<file path="src/rtl/id_ex_pipe.sv">
// ID->EX pipeline register with valid/ready handshake, flush and bubble masking.
// Optional two-entry skid operation is enabled by defining ID_EX_SKID_EN.
module id_ex_pipe #(
  parameter int REG_LEN     = 32,
  parameter int RD_ADDR_LEN = 5,
  parameter int OP_CODE_LEN = 8,
  parameter int OP_SEL_LEN  = 3
) (
  input  logic                   clk,
  input  logic                   rst,
  input  logic                   flush,
  input  logic                   id_valid,
  output logic                   id_ready,
  input  logic [REG_LEN-1:0]     id_pc,
  input  logic [REG_LEN-1:0]     id_reg1,
  input  logic [REG_LEN-1:0]     id_reg2,
  input  logic [REG_LEN-1:0]     id_imm,
  input  logic [RD_ADDR_LEN-1:0] id_rd,
  input  logic                   id_rd_enable,
  input  logic [OP_CODE_LEN-1:0] id_aluop,
  input  logic [OP_SEL_LEN-1:0]  id_alusel,
  output logic                   ex_valid,
  input  logic                   ex_ready,
  output logic [REG_LEN-1:0]     ex_pc,
  output logic [REG_LEN-1:0]     ex_reg1,
  output logic [REG_LEN-1:0]     ex_reg2,
  output logic [REG_LEN-1:0]     ex_imm,
  output logic [RD_ADDR_LEN-1:0] ex_rd,
  output logic                   ex_rd_enable,
  output logic [OP_CODE_LEN-1:0] ex_aluop,
  output logic [OP_SEL_LEN-1:0]  ex_alusel
);

  // state | meaning
  // EMPTY | main register holds no beat
  // FULL  | main register valid, skid register empty
  // SKID  | main and skid registers both valid, input refused

  localparam int PAY_W = 4 * REG_LEN + RD_ADDR_LEN + 1 + OP_CODE_LEN + OP_SEL_LEN;

  logic [PAY_W-1:0] id_pay;
  logic [PAY_W-1:0] main_q;
  logic             valid_q;
  logic             main_rd_en;

  assign id_pay = {id_pc, id_reg1, id_reg2, id_imm, id_rd, id_rd_enable, id_aluop, id_alusel};

  assign {ex_pc, ex_reg1, ex_reg2, ex_imm, ex_rd, main_rd_en, ex_aluop, ex_alusel} = main_q;

  assign ex_valid     = valid_q;
  // a bubble must never write back, even though stale payload is held
  assign ex_rd_enable = main_rd_en & valid_q;

`ifdef ID_EX_SKID_EN

  localparam logic [1:0] ST_EMPTY = 2'd0;
  localparam logic [1:0] ST_FULL  = 2'd1;
  localparam logic [1:0] ST_SKID  = 2'd2;

  logic [1:0]       state_q;
  logic [1:0]       state_d;
  logic [PAY_W-1:0] skid_q;
  logic             ready_q;
  logic             in_fire;
  logic             out_fire;
  logic             load_main_in;
  logic             load_main_skid;
  logic             load_skid;

  assign id_ready = ready_q;
  assign in_fire  = id_valid & ready_q;
  assign out_fire = valid_q & ex_ready;

  always_comb begin
    state_d        = state_q;
    load_main_in   = 1'b0;
    load_main_skid = 1'b0;
    load_skid      = 1'b0;
    if (flush) begin
      state_d = ST_EMPTY;
    end else begin
      case (state_q)
        ST_EMPTY: begin
          if (in_fire) begin
            state_d      = ST_FULL;
            load_main_in = 1'b1;
          end
        end
        ST_FULL: begin
          if (in_fire && out_fire) begin
            load_main_in = 1'b1;
          end else if (out_fire) begin
            state_d = ST_EMPTY;
          end else if (in_fire) begin
            state_d   = ST_SKID;
            load_skid = 1'b1;
          end
        end
        ST_SKID: begin
          if (out_fire) begin
            state_d        = ST_FULL;
            load_main_skid = 1'b1;
          end
        end
        default: state_d = ST_EMPTY;
      endcase
    end
  end

  // ready and valid are registered from the next state so neither is a decode of state_q
  always_ff @(posedge clk or negedge rst) begin
    if (!rst) begin
      state_q <= ST_EMPTY;
      valid_q <= 1'b0;
      ready_q <= 1'b1;
      main_q  <= '0;
      skid_q  <= '0;
    end else begin
      state_q <= state_d;
      valid_q <= (state_d != ST_EMPTY);
      ready_q <= (state_d != ST_SKID);
      if (load_main_in) begin
        main_q <= id_pay;
      end else if (load_main_skid) begin
        main_q <= skid_q;
      end
      if (load_skid) begin
        skid_q <= id_pay;
      end
    end
  end

`else

  logic in_fire;
  logic out_fire;

  assign id_ready = ~valid_q | ex_ready;
  assign in_fire  = id_valid & id_ready;
  assign out_fire = valid_q & ex_ready;

  always_ff @(posedge clk or negedge rst) begin
    if (!rst) begin
      valid_q <= 1'b0;
      main_q  <= '0;
    end else if (flush) begin
      valid_q <= 1'b0;
    end else if (in_fire) begin
      valid_q <= 1'b1;
      main_q  <= id_pay;
    end else if (out_fire) begin
      valid_q <= 1'b0;
    end
  end

`endif

endmodule

</file>
<file path="config.mk">
export PLATFORM = sky130hd
export DESIGN_NAME = id_ex_pipe
export DESIGN_NICKNAME = d
export VERILOG_FILES = /design/src/rtl/id_ex_pipe.sv
export SDC_FILE = /design/constraint.sdc
export NUM_CORES = 1
export LEC_CHECK = 0
export BUFFER_PORTS_ARGS = -buffer_cell sky130_fd_sc_hd__buf_4
export CAP_MARGIN = 30
export CORE_ASPECT_RATIO = 1.25
export CORE_MARGIN = 8
export CORE_UTILIZATION = 52
export CTS_BUF_LIST = sky130_fd_sc_hd__clkbuf_16
export DETAILED_ROUTE_END_ITERATION = 8
export GPL_ROUTABILITY_DRIVEN = 0
export PLACE_DENSITY = 0.91
export SLEW_MARGIN = 20
export SYNTH_ARGS = -nofsm -noshare
export SYNTH_HDL_FRONTEND = slang
export SYNTH_SLANG_ARGS = --single-unit
</file>
<file path="constraint.sdc">
create_clock -name clk -period 2.2 [get_ports clk]
set_input_delay 0.11 -clock clk [delete_from_list [all_inputs] [get_ports clk]]
set_output_delay 0.11 -clock clk [all_outputs]
set_load 0.005 [all_outputs]
</file>
==> flow_summary.ini, run 1 <==
[run]
drv_cap = 0

[power]
p_total_mw = 8.38
p_leak_nw = 4.85
peakVddDrop_v = 0.000574
p_per_area_nw_per_um2 = 828

[worst_setup_path]
crit_chain = nor2b_4 -> nor3b_4 -> buf_12 -> mux2_2
critPathKind = reg2reg
worstSetupEndpointType = flip-flop
cp-start-kind = flip-flop
max_stage_delay_ns = 0.41
crit_required_ns = 2.48
cp_top_family = simple AND/OR/NAND/NOR gates
startpoint = ex_valid$_DFFE_PN0P_
crit_slowest_cell = dfrtp_1
critPathMaxFanout = 62
cp.arrival_ns = 2.17
regToRegStartpoint = ex_valid$_DFFE_PN0P_
critPathBufInv = 1

[layout]
most-common-layout-cells = 295 x buf_4, 148 x dlygate4sd3_1, 146 x dfrtp_1
final_core_utilization_pct = 79.6
nNetsFinal = 915
final_common_cell = buf_4
layout-drive-gt1-share_pct = 61.2
syn_to_final_growth_pct = 49.0
num_antenna_cells = 0

[die]
die_x_um = 118
fp-row-count = 46
core_area_sq_um = 12700
io_pins = 297
dieHeight_um = 144
dieArea_sq_um = 17000
initial_utilization_pct = 53.4

[timing]
max_slew.worst_pin.slew_ns = 0.397
fin_crit_ns = 1.89
hold_ws_ns = 0.182
final-max-slew-violation-count = 0
hold_viol = 0
rsz0062_at_grt = false
setup_violations = 0
fin_crit_sh_pct = 85.8
max_freq_ghz = 0.530
tns_ns = 0
max-slew-margin-rel_pct = 73.5
fin_worst_skew_ns = 0.00910

[logic_synthesis]
ys_ff_latch = 146
netlist_area_sq_um = 6800
post_synth.cell_area_avg_sq_um = 14.9
ys_warn_count = 0
syn_nets = 607
synth_cells = 457
seq_area_frac_synth_pct = 53.7
synth.distinct_cells = 11

[routing]
via_per_inst = 4.81
wl_per_cell_um = 21.6
ant_nets = 0
dr_total_vias = 4546
routed_wl_um = 20400
drt_iter0_drc = 188
drc_errors = 0
first_pass_iters = 4

[placement]
port_buffers = 296
dp_hpwl_um = 12900

[global_routing]
grt_max_degree = 63
grt_pass1_wl_um = 31300
antenna_found_initial = 0
grt_pass1_vias = 5404
grt_util_all_layers_pct = 23.8
grt_overflow = 0

[min_path]
hold_path.class = in2async

[cts]
cts_root_buffer = clkbuf_16
cts_buffers = 17
cts_tree = built
insertion_delay_ns = 0.41
cts_setup_buffers = 0
clk_path_buf_depth = 2
clkSinkCount = 146
clkTransAtPathRegs_ns = 0.06
htreeDepth = 4

[run_status]
status = finished, final reports clean
==> power breakdown <==
group / switching [mW] / internal [mW]
logic: 0.684 / 1.36
registers: 0.298 / 3.15
clock network: 1.12 / 1.78
==> per-layer routing <==
metal	share of wire [%]	wire length [um]	track usage (%)	vias up
met1	34	7030	23.8	2257
li1	-	-	-	2001
met5	0	0	0	-
met3	7.9	1620	8.56	48
met2	54	11100	43.5	240
met4	3.2	650	10.9	0
==> cell type report <==
| type | count | area [sq um] |
|---|---|---|
| fillers | 617 | 2590 |
| well taps | 168 | 210 |
| multi-input cells | 150 | 1870 |
| clock buffers | 17 | 425 |
| repair buffers | 449 | 3810 |
| clock inverters | 15 | 163 |
| flip-flops and latches | 146 | 3650 |
| inverters | 1 | 3.75 |
==> state kept, by name (all words and copies together), names as in the netlist <==
signal    flops
ex_valid      1
main_q      145
==> path summary, 6_finish.rpt <==
check                                           to  slack, ns  cells after the start
hold reg to reg            main_q[139]$_DFFE_PN0P_       0.51                      1
setup / recovery            main_q[74]$_DFFE_PN0P_       0.31                      4
min in group clk            main_q[96]$_DFFE_PN0P_       0.45                      4
setup reg to reg            main_q[74]$_DFFE_PN0P_       0.31                      4
hold / removal              main_q[43]$_DFFE_PN0P_       0.18                      2
max in group asynchronous   main_q[24]$_DFFE_PN0P_       1.37                      3
==> worst register-to-register path: stages (launching register included) <==
cell and delay (ns):
dfrtp_1 0.41, nor2b_4 0.16, nor3b_4 0.37, buf_12 0.38
mux2_2 0.46
==> synth_stat cells, drive strengths merged <==
cell type	number	area (sq um)
buf	160	1280
dfrtp	146	3650
mux2	145	1820
nor2	2	7.51
and2	1	6.26
inv	1	3.75
nor2b	1	13.8
nor3b	1	12.5
==> repair_timing <==
action	in CTS	in global routing
hold buffers	148	0
endpoints found under the hold margin	231	0
gates resized for setup	0	0
==> cells by family after synthesis <==
family                 after synthesis  share of synthesized area [%]
multiplexers                       145                           26.8
AND/OR/NAND/NOR                      5                          0.589
buffers and inverters              161                           18.9
flip-flops                         146                           53.7
==> through the flow <==
stage                     setup slack, ns  cells  area, sq um
after floorplan                     0.675    457         6800
after global placement              0.448    766         8060
after detailed placement            0.384    766         8060
after CTS                           0.368    946        10100
after global routing                0.264    946        10100
final                               0.313    946        10100
Note: power is estimated with default switching activity, not from simulation.
==> run 2: changes to the inputs <==
--- a/config.mk
+++ b/config.mk
@@ -13,7 +13,7 @@
 export CTS_BUF_LIST = sky130_fd_sc_hd__clkbuf_16
 export DETAILED_ROUTE_END_ITERATION = 8
 export GPL_ROUTABILITY_DRIVEN = 0
-export PLACE_DENSITY = 0.91
+export PLACE_DENSITY = 0.85
 export SLEW_MARGIN = 20
 export SYNTH_ARGS = -nofsm -noshare
 export SYNTH_HDL_FRONTEND = slang
==> flow_summary.ini, run 2 (synthesis gave the netlist of run 1 again) <==
[timing]
max_slew.worst_pin.slew_ns = 0.576
final-max-slew-violation-count = 0
fin_worst_skew_ns = 0.00786
tns_ns = 0
fin_crit_ns = 1.83
hold_viol = 0
max-slew-margin-rel_pct = 61.6
setup_violations = 0
max_freq_ghz = 0.547
rsz0062_at_grt = false
fin_crit_sh_pct = 83.1
hold_ws_ns = 0.276

[worst_setup_path]
cp_top_family = simple AND/OR/NAND/NOR gates
max_stage_delay_ns = 0.40
crit_required_ns = 2.50
critPathMaxFanout = 55
ff2ff_path_depth = 4
critPathKind = reg2reg
critPathBufInv = 1
crit_chain = nor2b_4 -> nor3b_4 -> buf_12 -> mux2_2
regToRegStartpoint = ex_valid$_DFFE_PN0P_
worstSetupEndpointType = flip-flop
rrSetupSlack_ns = 0.37
r2r_end = main_q[69]$_DFFE_PN0P_
crit_slowest_cell = mux2_2
cp-start-kind = flip-flop
startpoint = ex_valid$_DFFE_PN0P_
cp.arrival_ns = 2.13

[cts]
cts_root_buffer = clkbuf_16
cts_tree = built
cts_setup_buffers = 0
cts_buffers = 17
clkTransAtPathRegs_ns = 0.06
clkSinkCount = 146
htreeDepth = 4
clk_path_buf_depth = 2
insertion_delay_ns = 0.42
cts-resized-gates = 0

[routing]
ant_nets = 0
first_pass_iters = 4
via_per_inst = 4.78
drt_iter0_drc = 191
routed_wl_um = 20600
drc_errors = 0
dr_total_vias = 4538
wl_per_cell_um = 21.7

[layout]
layout-drive-gt1-share_pct = 61.0
final_cells = 950
syn_to_final_growth_pct = 49.2
nNetsFinal = 916
most-common-layout-cells = 297 x buf_4, 148 x dlygate4sd3_1, 146 x dfrtp_1
largest-register = main_q
largest_reg_flops = 145
final_common_cell = buf_4

[global_routing]
grt_overflow = 0
antenna_found_initial = 3
grt_max_degree = 63
grt_pass1_wl_um = 31200
grt_util_all_layers_pct = 24.1
grt_pass1_vias = 5464

[die]
core_area_sq_um = 12700
dieHeight_um = 144
dieArea_sq_um = 17000
die_x_um = 118
fp-row-count = 46
io_pins = 297
initial_utilization_pct = 53.4

[run_status]
status = finished, final reports clean

[power]
p_per_area_nw_per_um2 = 832
peakVddDrop_v = 0.000503
p_leak_nw = 4.85

[placement]
dp.cells = 767
port_buffers = 296
dp_hpwl_um = 12500

[run]
drv_cap = 0

[min_path]
hold_path.class = in2async
run 2: cell count changes in the layout (fill, tap and decap cells not counted), sizes merged:
cell | previous run | this run
bufinv | 3 | 4
diode | 0 | 3
inv | 6 | 3
clkinv | 6 | 8
buf | 301 | 302
run 2: final cells by class:
type	count	area, sq um
Antenna cell	3	7.51
Clock buffer	17	425
Clock inverter	15	174
Fill cell	617	2580
Inverter	1	3.75
Multi-Input combinational cell	150	1870
Sequential cell	146	3650
Tap cell	168	210
Timing Repair Buffer	450	3800
run 2: how the worst max path moves through the flow:
stage | end | depth (start not counted)
2_1_floorplan | main_q[100]$_DFFE_PN0P_ | 6
3_3_place_gp | main_q[82]$_DFFE_PN0P_ | 4
3_5_place_dp | main_q[137]$_DFFE_PN0P_ | 4
4_1_cts | main_q[137]$_DFFE_PN0P_ | 4
5_1_grt | main_q[69]$_DFFE_PN0P_ | 4
6_report | main_q[69]$_DFFE_PN0P_ | 4
run 2: repair_timing:
action                                 in CTS  in global routing
hold buffers                              148                  0
endpoints found under the hold margin     205                  0
setup endpoints to repair                   0                  0
run 2: power breakdown:
part / total, mW / internal [mW] / leakage [nW] / switching, mW
Sequential: 3.45 / 3.15 / 1.72 / 0.302
Clock: 2.95 / 1.87 / 0.299 / 1.08
Combinational: 2.04 / 1.36 / 2.84 / 0.687
run 2: worst reg2reg max path: cells and delay by family, from the launching register on:
kind / cells / cell delay, ns
multiplexers: 1 / 0.45
flip-flops: 1 / 0.39
AND/OR/NAND/NOR: 2 / 0.50
buffers and inverters: 1 / 0.37
run 2: stage by stage:
stage	total power, mW	area (sq um)	setup WS [ns]	util (%)
4_1_cts	8.41	10100	0.381	79.7
3_3_place_gp	5.15	8060	0.455	63.3
6_report	8.44	10100	0.371	79.7
5_1_grt	8.78	10100	0.322	79.7
3_5_place_dp	5.24	8060	0.391	63.3
2_1_floorplan	4.69	6800	0.675	-
run 2: routing by layer:
metal / GRT usage (%) / wire length (um)
met3: 8.52 / 1490
met2: 44.3 / 11300
met1: 22.9 / 6850
met5: 0 / 0
met4: 13.9 / 952
